**config.mk**
```make
export PLATFORM = sky130hd
export DESIGN_NAME = song_sequencer_flat
export DESIGN_NICKNAME = d
export VERILOG_FILES = /design/src/rtl/song_pkg.sv /design/src/rtl/song_sequencer_if.sv /design/src/rtl/beat_down_counter.sv /design/src/rtl/song_sequencer.sv /design/src/flat_wrapper.sv
export SDC_FILE = /design/constraint.sdc
export NUM_CORES = 1
export LEC_CHECK = 0
export BUFFER_PORTS_ARGS = -buffer_cell sky130_fd_sc_hd__buf_2
export CAP_MARGIN = 20
export CORE_ASPECT_RATIO = 0.9
export CORE_MARGIN = 10
export CORE_UTILIZATION = 55
export CTS_BUF_LIST = sky130_fd_sc_hd__clkbuf_16
export DETAILED_ROUTE_END_ITERATION = 10
export GPL_TIMING_DRIVEN = 1
export PLACE_DENSITY = 0.78
export SLEW_MARGIN = 20
export SYNTH_ARGS = -nofsm -noshare
export SYNTH_HDL_FRONTEND = slang
export SYNTH_HIERARCHICAL = 1
export SYNTH_SLANG_ARGS = --single-unit
```
**constraint.sdc**
```tcl
create_clock -name clk -period 3 [get_ports clk]
set_input_delay 0.3 -clock clk [delete_from_list [all_inputs] [get_ports clk]]
set_output_delay 0.3 -clock clk [all_outputs]
set_load 0.02 [all_outputs]
```
**src/rtl/song_pkg.sv**
```systemverilog
// rtl/song_pkg.sv - shared state encoding and constants for the song sequencer
package song_pkg;

  typedef enum logic [2:0] {
    IDLE,
    FETCH,
    LOAD,
    PLAY,
    GAP,
    ADV,
    END,
    PAUSED
  } song_state_t;

  localparam int DEF_ADDR_W = 5;
  localparam int DEF_DUR_W  = 6;
  // A zero duration in the ROM marks the end of the song.
  localparam int END_DUR    = 0;

endpackage

```
**src/rtl/song_sequencer_if.sv**
```systemverilog
// rtl/song_sequencer_if.sv - control, ROM and tone-gate signals of the song sequencer
interface song_sequencer_if
  import song_pkg::*;
#(
  parameter int ADDR_W = DEF_ADDR_W,
  parameter int DUR_W  = DEF_DUR_W
);

  logic              play;
  logic              pause;
  logic              repeat_en;
  logic              beat;
  logic [DUR_W-1:0]  dur_in;
  logic [ADDR_W-1:0] addr;
  logic              note_en;
  logic              busy;
  logic              song_done;

  modport master (
    output play, pause, repeat_en, beat, dur_in,
    input  addr, note_en, busy, song_done
  );

  modport slave (
    input  play, pause, repeat_en, beat, dur_in,
    output addr, note_en, busy, song_done
  );

endinterface

```
**src/rtl/beat_down_counter.sv**
```systemverilog
// rtl/beat_down_counter.sv - loadable beat-driven down-counter that stops at zero
module beat_down_counter
  import song_pkg::*;
#(
  parameter int DUR_W = DEF_DUR_W
) (
  input  logic             clk,
  input  logic             r,
  input  logic             load,
  input  logic [DUR_W-1:0] load_val,
  input  logic             beat,
  input  logic             freeze,
  output logic             is_one
);

  logic [DUR_W-1:0] count;

  always_ff @(posedge clk) begin
    if (r) begin
      count <= '0;
    end else if (load) begin
      count <= load_val;
    end else if (beat && !freeze && count != '0) begin
      count <= count - 1'b1;
    end
  end

  assign is_one = (count == DUR_W'(1));

endmodule

```
**src/rtl/song_sequencer.sv**
```systemverilog
// rtl/song_sequencer.sv - walks the song ROM, times notes in beats and gates the tone generator
module song_sequencer
  import song_pkg::*;
#(
  parameter int               ADDR_W    = DEF_ADDR_W,
  parameter int               DUR_W     = DEF_DUR_W,
  parameter logic [DUR_W-1:0] GAP_BEATS = '0
) (
  input logic              clk,
  input logic              r,
  song_sequencer_if.slave  bus
);

  localparam logic [ADDR_W-1:0] LAST_ADDR = '1;

  song_state_t state;
  song_state_t resume_st;
  logic        dur_one;
  logic        gap_one;
  logic        dur_is_end;
  logic        dur_load;
  logic        note_done;
  logic        gap_done;

  assign dur_is_end = (bus.dur_in == DUR_W'(END_DUR));
  assign dur_load   = (state == LOAD) && !bus.pause && !dur_is_end;
  assign note_done  = (state == PLAY) && !bus.pause && bus.beat && dur_one;
  assign gap_done   = (state == GAP)  && !bus.pause && bus.beat && gap_one;

  beat_down_counter #(.DUR_W(DUR_W)) u_dur (
    .clk      (clk),
    .r        (r),
    .load     (dur_load),
    .load_val (bus.dur_in),
    .beat     (bus.beat),
    .freeze   (state != PLAY || bus.pause),
    .is_one   (dur_one)
  );

  beat_down_counter #(.DUR_W(DUR_W)) u_gap (
    .clk      (clk),
    .r        (r),
    .load     (note_done),
    .load_val (GAP_BEATS),
    .beat     (bus.beat),
    .freeze   (state != GAP || bus.pause),
    .is_one   (gap_one)
  );

  always_ff @(posedge clk) begin
    if (r) begin
      state         <= IDLE;
      resume_st     <= IDLE;
      bus.addr      <= '0;
      bus.note_en   <= 1'b0;
      bus.busy      <= 1'b0;
      bus.song_done <= 1'b0;
    end else begin
      bus.song_done <= 1'b0;
      case (state)
        IDLE: begin
          if (bus.play && !bus.pause) begin
            state    <= FETCH;
            bus.busy <= 1'b1;
          end
        end
        END: begin
          if (bus.repeat_en) begin
            state <= FETCH;
          end else begin
            state    <= IDLE;
            bus.busy <= 1'b0;
          end
        end
        // A pause caught in LOAD resumes through FETCH so dur_in is re-read.
        PAUSED: begin
          if (bus.play && !bus.pause) begin
            state       <= (resume_st == LOAD) ? FETCH : resume_st;
            bus.note_en <= (resume_st == PLAY);
          end
        end
        default: begin
          if (bus.pause) begin
            state       <= PAUSED;
            resume_st   <= state;
            bus.note_en <= 1'b0;
          end else begin
            case (state)
              FETCH: state <= LOAD;
              LOAD: begin
                if (dur_is_end) begin
                  state         <= END;
                  bus.addr      <= '0;
                  bus.song_done <= 1'b1;
                end else begin
                  state       <= PLAY;
                  bus.note_en <= 1'b1;
                end
              end
              PLAY: begin
                if (note_done) begin
                  state       <= (GAP_BEATS != '0) ? GAP : ADV;
                  bus.note_en <= 1'b0;
                end
              end
              GAP: begin
                if (gap_done) state <= ADV;
              end
              ADV: begin
                if (bus.addr == LAST_ADDR) begin
                  state         <= END;
                  bus.addr      <= '0;
                  bus.song_done <= 1'b1;
                end else begin
                  state    <= FETCH;
                  bus.addr <= bus.addr + 1'b1;
                end
              end
              default: state <= IDLE;
            endcase
          end
        end
      endcase
    end
  end

endmodule

```
**src/flat_wrapper.sv**
```systemverilog
// flat-port wrapper written by rule: the top's interface ports become plain ports
module song_sequencer_flat import song_pkg::*;
#(
  parameter int               ADDR_W    = DEF_ADDR_W,
  parameter int               DUR_W     = DEF_DUR_W,
  parameter logic [DUR_W-1:0] GAP_BEATS = '0
)
  (clk, r, bus_play, bus_pause, bus_repeat_en, bus_beat, bus_dur_in, bus_addr, bus_note_en, bus_busy, bus_song_done);
  song_sequencer_if #(.ADDR_W(ADDR_W), .DUR_W(DUR_W)) bus_i ();
  input logic clk;
  input logic r;
  input wire logic [$bits(bus_i.play)-1:0] bus_play;
  input wire logic [$bits(bus_i.pause)-1:0] bus_pause;
  input wire logic [$bits(bus_i.repeat_en)-1:0] bus_repeat_en;
  input wire logic [$bits(bus_i.beat)-1:0] bus_beat;
  input wire logic [$bits(bus_i.dur_in)-1:0] bus_dur_in;
  output wire logic [$bits(bus_i.addr)-1:0] bus_addr;
  output wire logic [$bits(bus_i.note_en)-1:0] bus_note_en;
  output wire logic [$bits(bus_i.busy)-1:0] bus_busy;
  output wire logic [$bits(bus_i.song_done)-1:0] bus_song_done;
  assign bus_i.play = bus_play;
  assign bus_i.pause = bus_pause;
  assign bus_i.repeat_en = bus_repeat_en;
  assign bus_i.beat = bus_beat;
  assign bus_i.dur_in = bus_dur_in;
  assign bus_addr = bus_i.addr;
  assign bus_note_en = bus_i.note_en;
  assign bus_busy = bus_i.busy;
  assign bus_song_done = bus_i.song_done;
  song_sequencer #(.ADDR_W(ADDR_W), .DUR_W(DUR_W), .GAP_BEATS(GAP_BEATS)) u_core (.clk(clk), .r(r), .bus(bus_i));
endmodule
```
Word-level counts from Yosys, hierarchy flattened
Cells that the tools add are included.
{ "totals": {"inputBits": 12, "out_inout_bits": 8, "word_cells": 100, "register_bits": 26} }
{ "op_classes": {"n_eq_ne": 22, "mux": 28, "n_reduce_logical": 36, "bitwise": 3, "addsub": 3} }
{ "op_table": {"columns": ["cell", "n"], "rows": [
  ["$mux 3", 8],
  ["$pmux 3 s5", 1],
  ["$logic_and 1x1->1", 13],
  ["$eq 3x2->1 const B", 4],
  ["$eq 3x3->1 const B", 4],
  ["$eq 6x1->1 const B", 2],
  ["$mux 6", 2],
  ["$ne 6x5->1 const B", 2],
  ["$reduce_bool 6->1", 2],
  ["$sub 6x1->6 const B", 2],
  ["$mux 5", 2],
  ["$pmux 5 s2", 1],
  ["$mux 1", 9],
  ["$pmux 3 s3", 1],
  ["$pmux 1 s2", 4],
  ["$reduce_and 4->1", 2],
  ["$logic_not 6->1", 1],
  ["$ne 2x1->1 const B", 3],
  ["$reduce_bool 2->1", 3],
  ["$add 5x1->5 const B", 1],
  ["$eq 5x5->1 const B", 1],
  ["$reduce_and 5->1", 1],
  ["$reduce_or 5->1", 1],
  ["$logic_not 1->1", 4],
  ["other kinds (14)", 18]
]} }

Longest topological paths before layout
{ "logic_depth": {"word_depth": 8, "depth_mapped": 8, "depth_no_buf": 8} }

By module
The synthesis kept the hierarchy.
{ "by_module_without_submodules": {"columns": ["mod", "cells_per_inst", "n_inst", "area_each_um2", "seq_area_each_um2"], "rows": [
  ["song_sequencer", 128, 1, 1008.5, 280.3],
  ["beat_down_counter", 55, 2, 457.9, 120.1]
]} }

Least setup slack after synthesis
Ideal clock, no wire load.
{ "synth_timing": {"path_type": "register to register", "startpoint": "register u_core.state[0]", "endpoint": "register u_core.u_dur.count[1]", "path_slack_ns": 0.864, "path_buffers": 2, "period_less_slack_ns": 2.136, "stages_incl_launch_ff": 7, "t_required_ns": 2.897, "t_arrival_ns": 2.032, "setup_ns": 0.103, "cell_sequence": "dfxtp_1 > buf_4 > buf_4 > nor4_1 > inv_1 > o2111a_1 > a2111oi_2"} }
{ "synth_between": {"word_cells_on_any_way": 10, "classes_between": "eq/ne (2); mux (1); reduce/logical (7)"} }
{ "synth_lines": {"columns": ["item", "line_no", "rtl"], "rows": [
  ["start: declaration", "song_sequencer.sv:16", "song_state_t state;"],
  ["start signal: assignment", "song_sequencer.sv:78", "state <= (resume_st == LOAD) ? FETCH : resume_st;"],
  ["start signal: assignment", "song_sequencer.sv:102", "state <= (GAP_BEATS != '0) ? GAP : ADV;"],
  ["$eq 3x2->1 (*)", "song_sequencer.sv:26", "assign dur_load = (state == LOAD) && !bus.pause && !dur_is_end;"],
  ["$logic_and 1x1->1 (*) (2 in series)", "song_sequencer.sv:26", null],
  ["named net u_core.dur_load", "song_sequencer.sv:21", "logic dur_load;"],
  ["$mux 6 or $reduce_bool 2->1 (tied branches)", null, null],
  ["end signal: assignment", "beat_down_counter.sv:22", "count <= load_val;"],
  ["end signal: assignment", "beat_down_counter.sv:24", "count <= count - 1'b1;"],
  ["end: declaration", "beat_down_counter.sv:16", "logic [DUR_W-1:0] count;"]
]} }
Mark *: on every way through the listed nets, which the timed path passes. The rest lies on a longest branch.
A chain may end at the register's enable or synchronous reset.

Worst setup path after layout
{ "layout_timing": {"startpoint": "register u_core.u_dur.count[2]", "endpoint": "register u_core.u_gap.count[1]"} }
{ "layout_between": {"elab_chain_cells": 3} }
{ "layout_rtl": {"columns": ["item", "line_no", "rtl"], "rows": [
  ["$eq 6x1->1", "beat_down_counter.sv:28", "assign is_one = (count == DUR_W'(1));"],
  ["named net u_core.dur_one", "song_sequencer.sv:18", "logic dur_one;"],
  ["$logic_and 1x1->1", "song_sequencer.sv:27", "assign note_done = (state == PLAY) && !bus.pause && bus.beat && dur_one;"],
  ["named net u_core.note_done", "song_sequencer.sv:22", "logic note_done;"],
  ["$reduce_or 2->1 (no line)", null, null],
  ["end signal: assignment", "beat_down_counter.sv:22", null],
  ["end signal: assignment", "beat_down_counter.sv:24", null],
  ["end: declaration", "beat_down_counter.sv:16", null]
]} }
The timed path passes the listed nets, and every way through them passes these cells.

==> flow_summary.json <==
{
  "yosys_warnings": 6,
  "crit_path_start": "u_core/u_dur/count[2]",
  "drcViolationCount": 0,
  "post_synth.cell_area_avg_um2": 8.09,
  "io_buffers": 19,
  "worst_pin_slew_ns": 0.602,
  "holdPathStages": 3,
  "dr.pass1.iters": 4,
  "antenna_cells": 0,
  "cts-resized-gates": 0,
  "worstReg2RegStart": "u_core/u_dur/count[2]",
  "synthTopCellsByArea": "dfxtp_1 (27%), ha_1 (5.2%), nor2_1 (4.9%), nand2b_1 (3.9%), inv_1 (3.1%)",
  "status": "completed",
  "synth-edff-count": 0,
  "routed_wl_um": 4570,
  "die_y_um": 76.1,
  "end_kind": "flip-flop",
  "final-max-slew-violation-count": 0,
  "ys_seq_area_frac": 0.270,
  "final_common_cell": "dfxtp_1",
  "final-setup-viol-count": 0,
  "ant_nets": 0,
  "yosysTopAreaCellShare": 0.270,
  "fin_util": 0.637,
  "initial_utilization": 0.570,
  "die_area_mm2": 0.00627,
  "final_nets": 280,
  "crit_required_ns": 3.16,
  "path_delay_family": "simple AND/OR/NAND/NOR gates",
  "mostFrequentLayoutCells": "dfxtp_1 (26), nor2_1 (25), buf_2 (19)",
  "multiInputGateArea_mm2": 0.00129,
  "p_seq_frac": 0.313,
  "hold_start": "bus_dur_in[2]",
  "antenna_found_initial": 0,
  "power_per_cell_area_mw_per_mm2": 721,
  "path_class": "reg -> reg",
  "maxCapViolCount": 0,
  "cts_tree": "yes",
  "clkSinkCount": 26,
  "slowest_delay_ns": 0.49,
  "p_leak_nw": 0.811,
  "p_int_w": 0.000950,
  "syn_inst": 238,
  "drt_iter0_drc": 261,
  "vias_per_cell": 6.06,
  "placeableCoreArea_mm2": 0.00338,
  "cts-root-buf": "clkbuf_16",
  "num_io_pins": 20,
  "setup_tns_ns": 0,
  "vias": 1836,
  "syn2layout_area_growth_pct": 11.8,
  "cts_setup_buffers": 0,
  "slowest_stage": "or3_1",
  "grt_remaining_overflow": 0,
  "rr_worst_depth": 7,
  "hold_class": "in -> reg",
  "power_frac_comb": 0.433,
  "cts_max_path_buffers": 2,
  "globalplace.congestion": 0.871,
  "switching_power_w": 0.000602,
  "area.sequential_um2": 520,
  "crit_fanout": 8,
  "design_area_mm2": 0.00215,
  "worstSkewPairLatency_ns": 0.26,
  "slew_headroom": 0.598,
  "grt_pass1_vias": 1610,
  "synth_cell_types": 58,
  "path_cells": "or3_1 > nor3b_1 > nand2_1 > nor2_1 > inv_1 > o2111a_1 > a2111oi_2",
  "grt_first_pass_wirelength_um": 7640,
  "grt_max_degree": 29,
  "p_clk_frac": 0.253,
  "max_freq_ghz": 0.413,
  "cts_buffers": 3,
  "post_route_cells_drive_above_1_share": 0.147,
  "ys_async_sr_fraction": 0,
  "crit_path_start_kind": "flip-flop",
  "syn_area_mm2": 0.00192,
  "critical_path_depth": 7,
  "grt_util_all_layers": 0.144,
  "rsz0062_at_grt": "false",
  "wl_per_cell_um": 15.1,
  "dp_hpwl_um": 3330,
  "fin_crit_sh": 0.807,
  "hold_viol": 0,
  "swShare": 0.388,
  "finalCriticalPeriod_ns": 2.42,
  "crit_arrival_ns": 2.59,
  "ys_ff_latch": 26,
  "cts.reportedPaths.clkPinSlew_ns": 0.07,
  "ys.flop_type": "dfxtp_1",
  "synth_top_area_cell": "dfxtp_1",
  "placed_cell_area_mm2": 0.00205,
  "cts_hold_buf": 0,
  "skew_ns": 0.00344,
  "num_rows": 20,
  "nFillCells": 296,
  "htree_levels": 1,
  "ir_worst_vdd_mv": 0.626,
  "die-width_um": 82.4,
  "crit_buf_inv": 1
}
power by group through the flow:
| stage | clock network (W) | registers, W | logic (W) |
|---|---|---|---|
| after floorplan | 0 | 0.000472 | 0.000553 |
| after global placement | 0 | 0.000490 | 0.000654 |
| after detailed placement | 0 | 0.000490 | 0.000658 |
| after CTS | 0.000403 | 0.000483 | 0.000662 |
| after global routing | 0.000415 | 0.000496 | 0.000748 |
| final | 0.000393 | 0.000487 | 0.000672 |
per-stage QoR:
stage | setup slack, ns | std cells | hold WS [ns] | total power, W
floorplan | 0.864 | 243 | 0.369 | 0.00103
global placement | 0.699 | 299 | 0.470 | 0.00114
detailed placement | 0.590 | 299 | 0.469 | 0.00115
CTS | 0.587 | 303 | 0.320 | 0.00155
global route | 0.352 | 303 | 0.333 | 0.00166
finish | 0.578 | 303 | 0.325 | 0.00155
final cells by class:
type | instances | area share
clock inverters | 1 | 0.0140
multi-input cells | 190 | 0.599
well taps | 44 | 0.0256
flip-flops and latches | 26 | 0.242
repair buffers | 22 | 0.0547
clock buffers | 3 | 0.0349
inverters | 17 | 0.0297
path summary, 6_finish.rpt:
path | to | slack [ns]
setup / recovery | u_core/u_gap/count[1] | 0.58
hold / removal | u_core/u_dur/count[2] | 0.33
setup reg to reg | u_core/u_gap/count[1] | 0.58
hold reg to reg | u_core/resume_st[2] | 0.49
kinds of logic after synthesis:
| group | synth area share |
|---|---|
| simple gates | 0.305 |
| compound gates | 0.291 |
| buf+inv | 0.0689 |
| flops | 0.270 |
| fa+ha+maj | 0.0520 |
| mux | 0.0104 |
| other cells | 0.00195 |
synthesized netlist by cell type, drive strengths merged, types with 2 or more instances:
cell and instances:
or3 4, a22oi 3, nand3b 4, a31oi 5
a21o 2, a311oi 6, a2111oi 6, nor2 25
o2111a 2, nand2 12, nand2b 12, nor4 3
dfxtp 26, o21ai 7, a221o 2, a211oi 7
o41ai 2, nor3 7, nor3b 2, mux2i 2
a221oi 3, nand3 6, nand4 3, and2 2
o22ai 4, buf 9, inv 17, nor2b 9
a21oi 10, or2 3, or3b 2, ha 8
o2111ai 4, or4 2, a21boi 2
worst min-delay path, cell delays in order:
cell	delay, ns
buf_2	0.11
inv_1	0.05
a221oi_1	0.07
flip-flops by register name, indices dropped and copies added (netlist names):
signal and count:
u_core/bus.busy 1, u_core/state 3, u_core/bus.addr 5, u_core/resume_st 3, u_core/bus.note_en 1, u_core/u_dur/count 6, u_core/bus.song_done 1, u_core/u_gap/count 6
per-layer routing:
metal	up-vias	wire length, µm	track usage
met2	64	1940	0.202
met3	2	375	0.0436
met5	-	0	0
li1	944	-	-
met1	826	2230	0.210
met4	0	22	0.0255
Note: power is estimated with default switching activity, not from simulation.
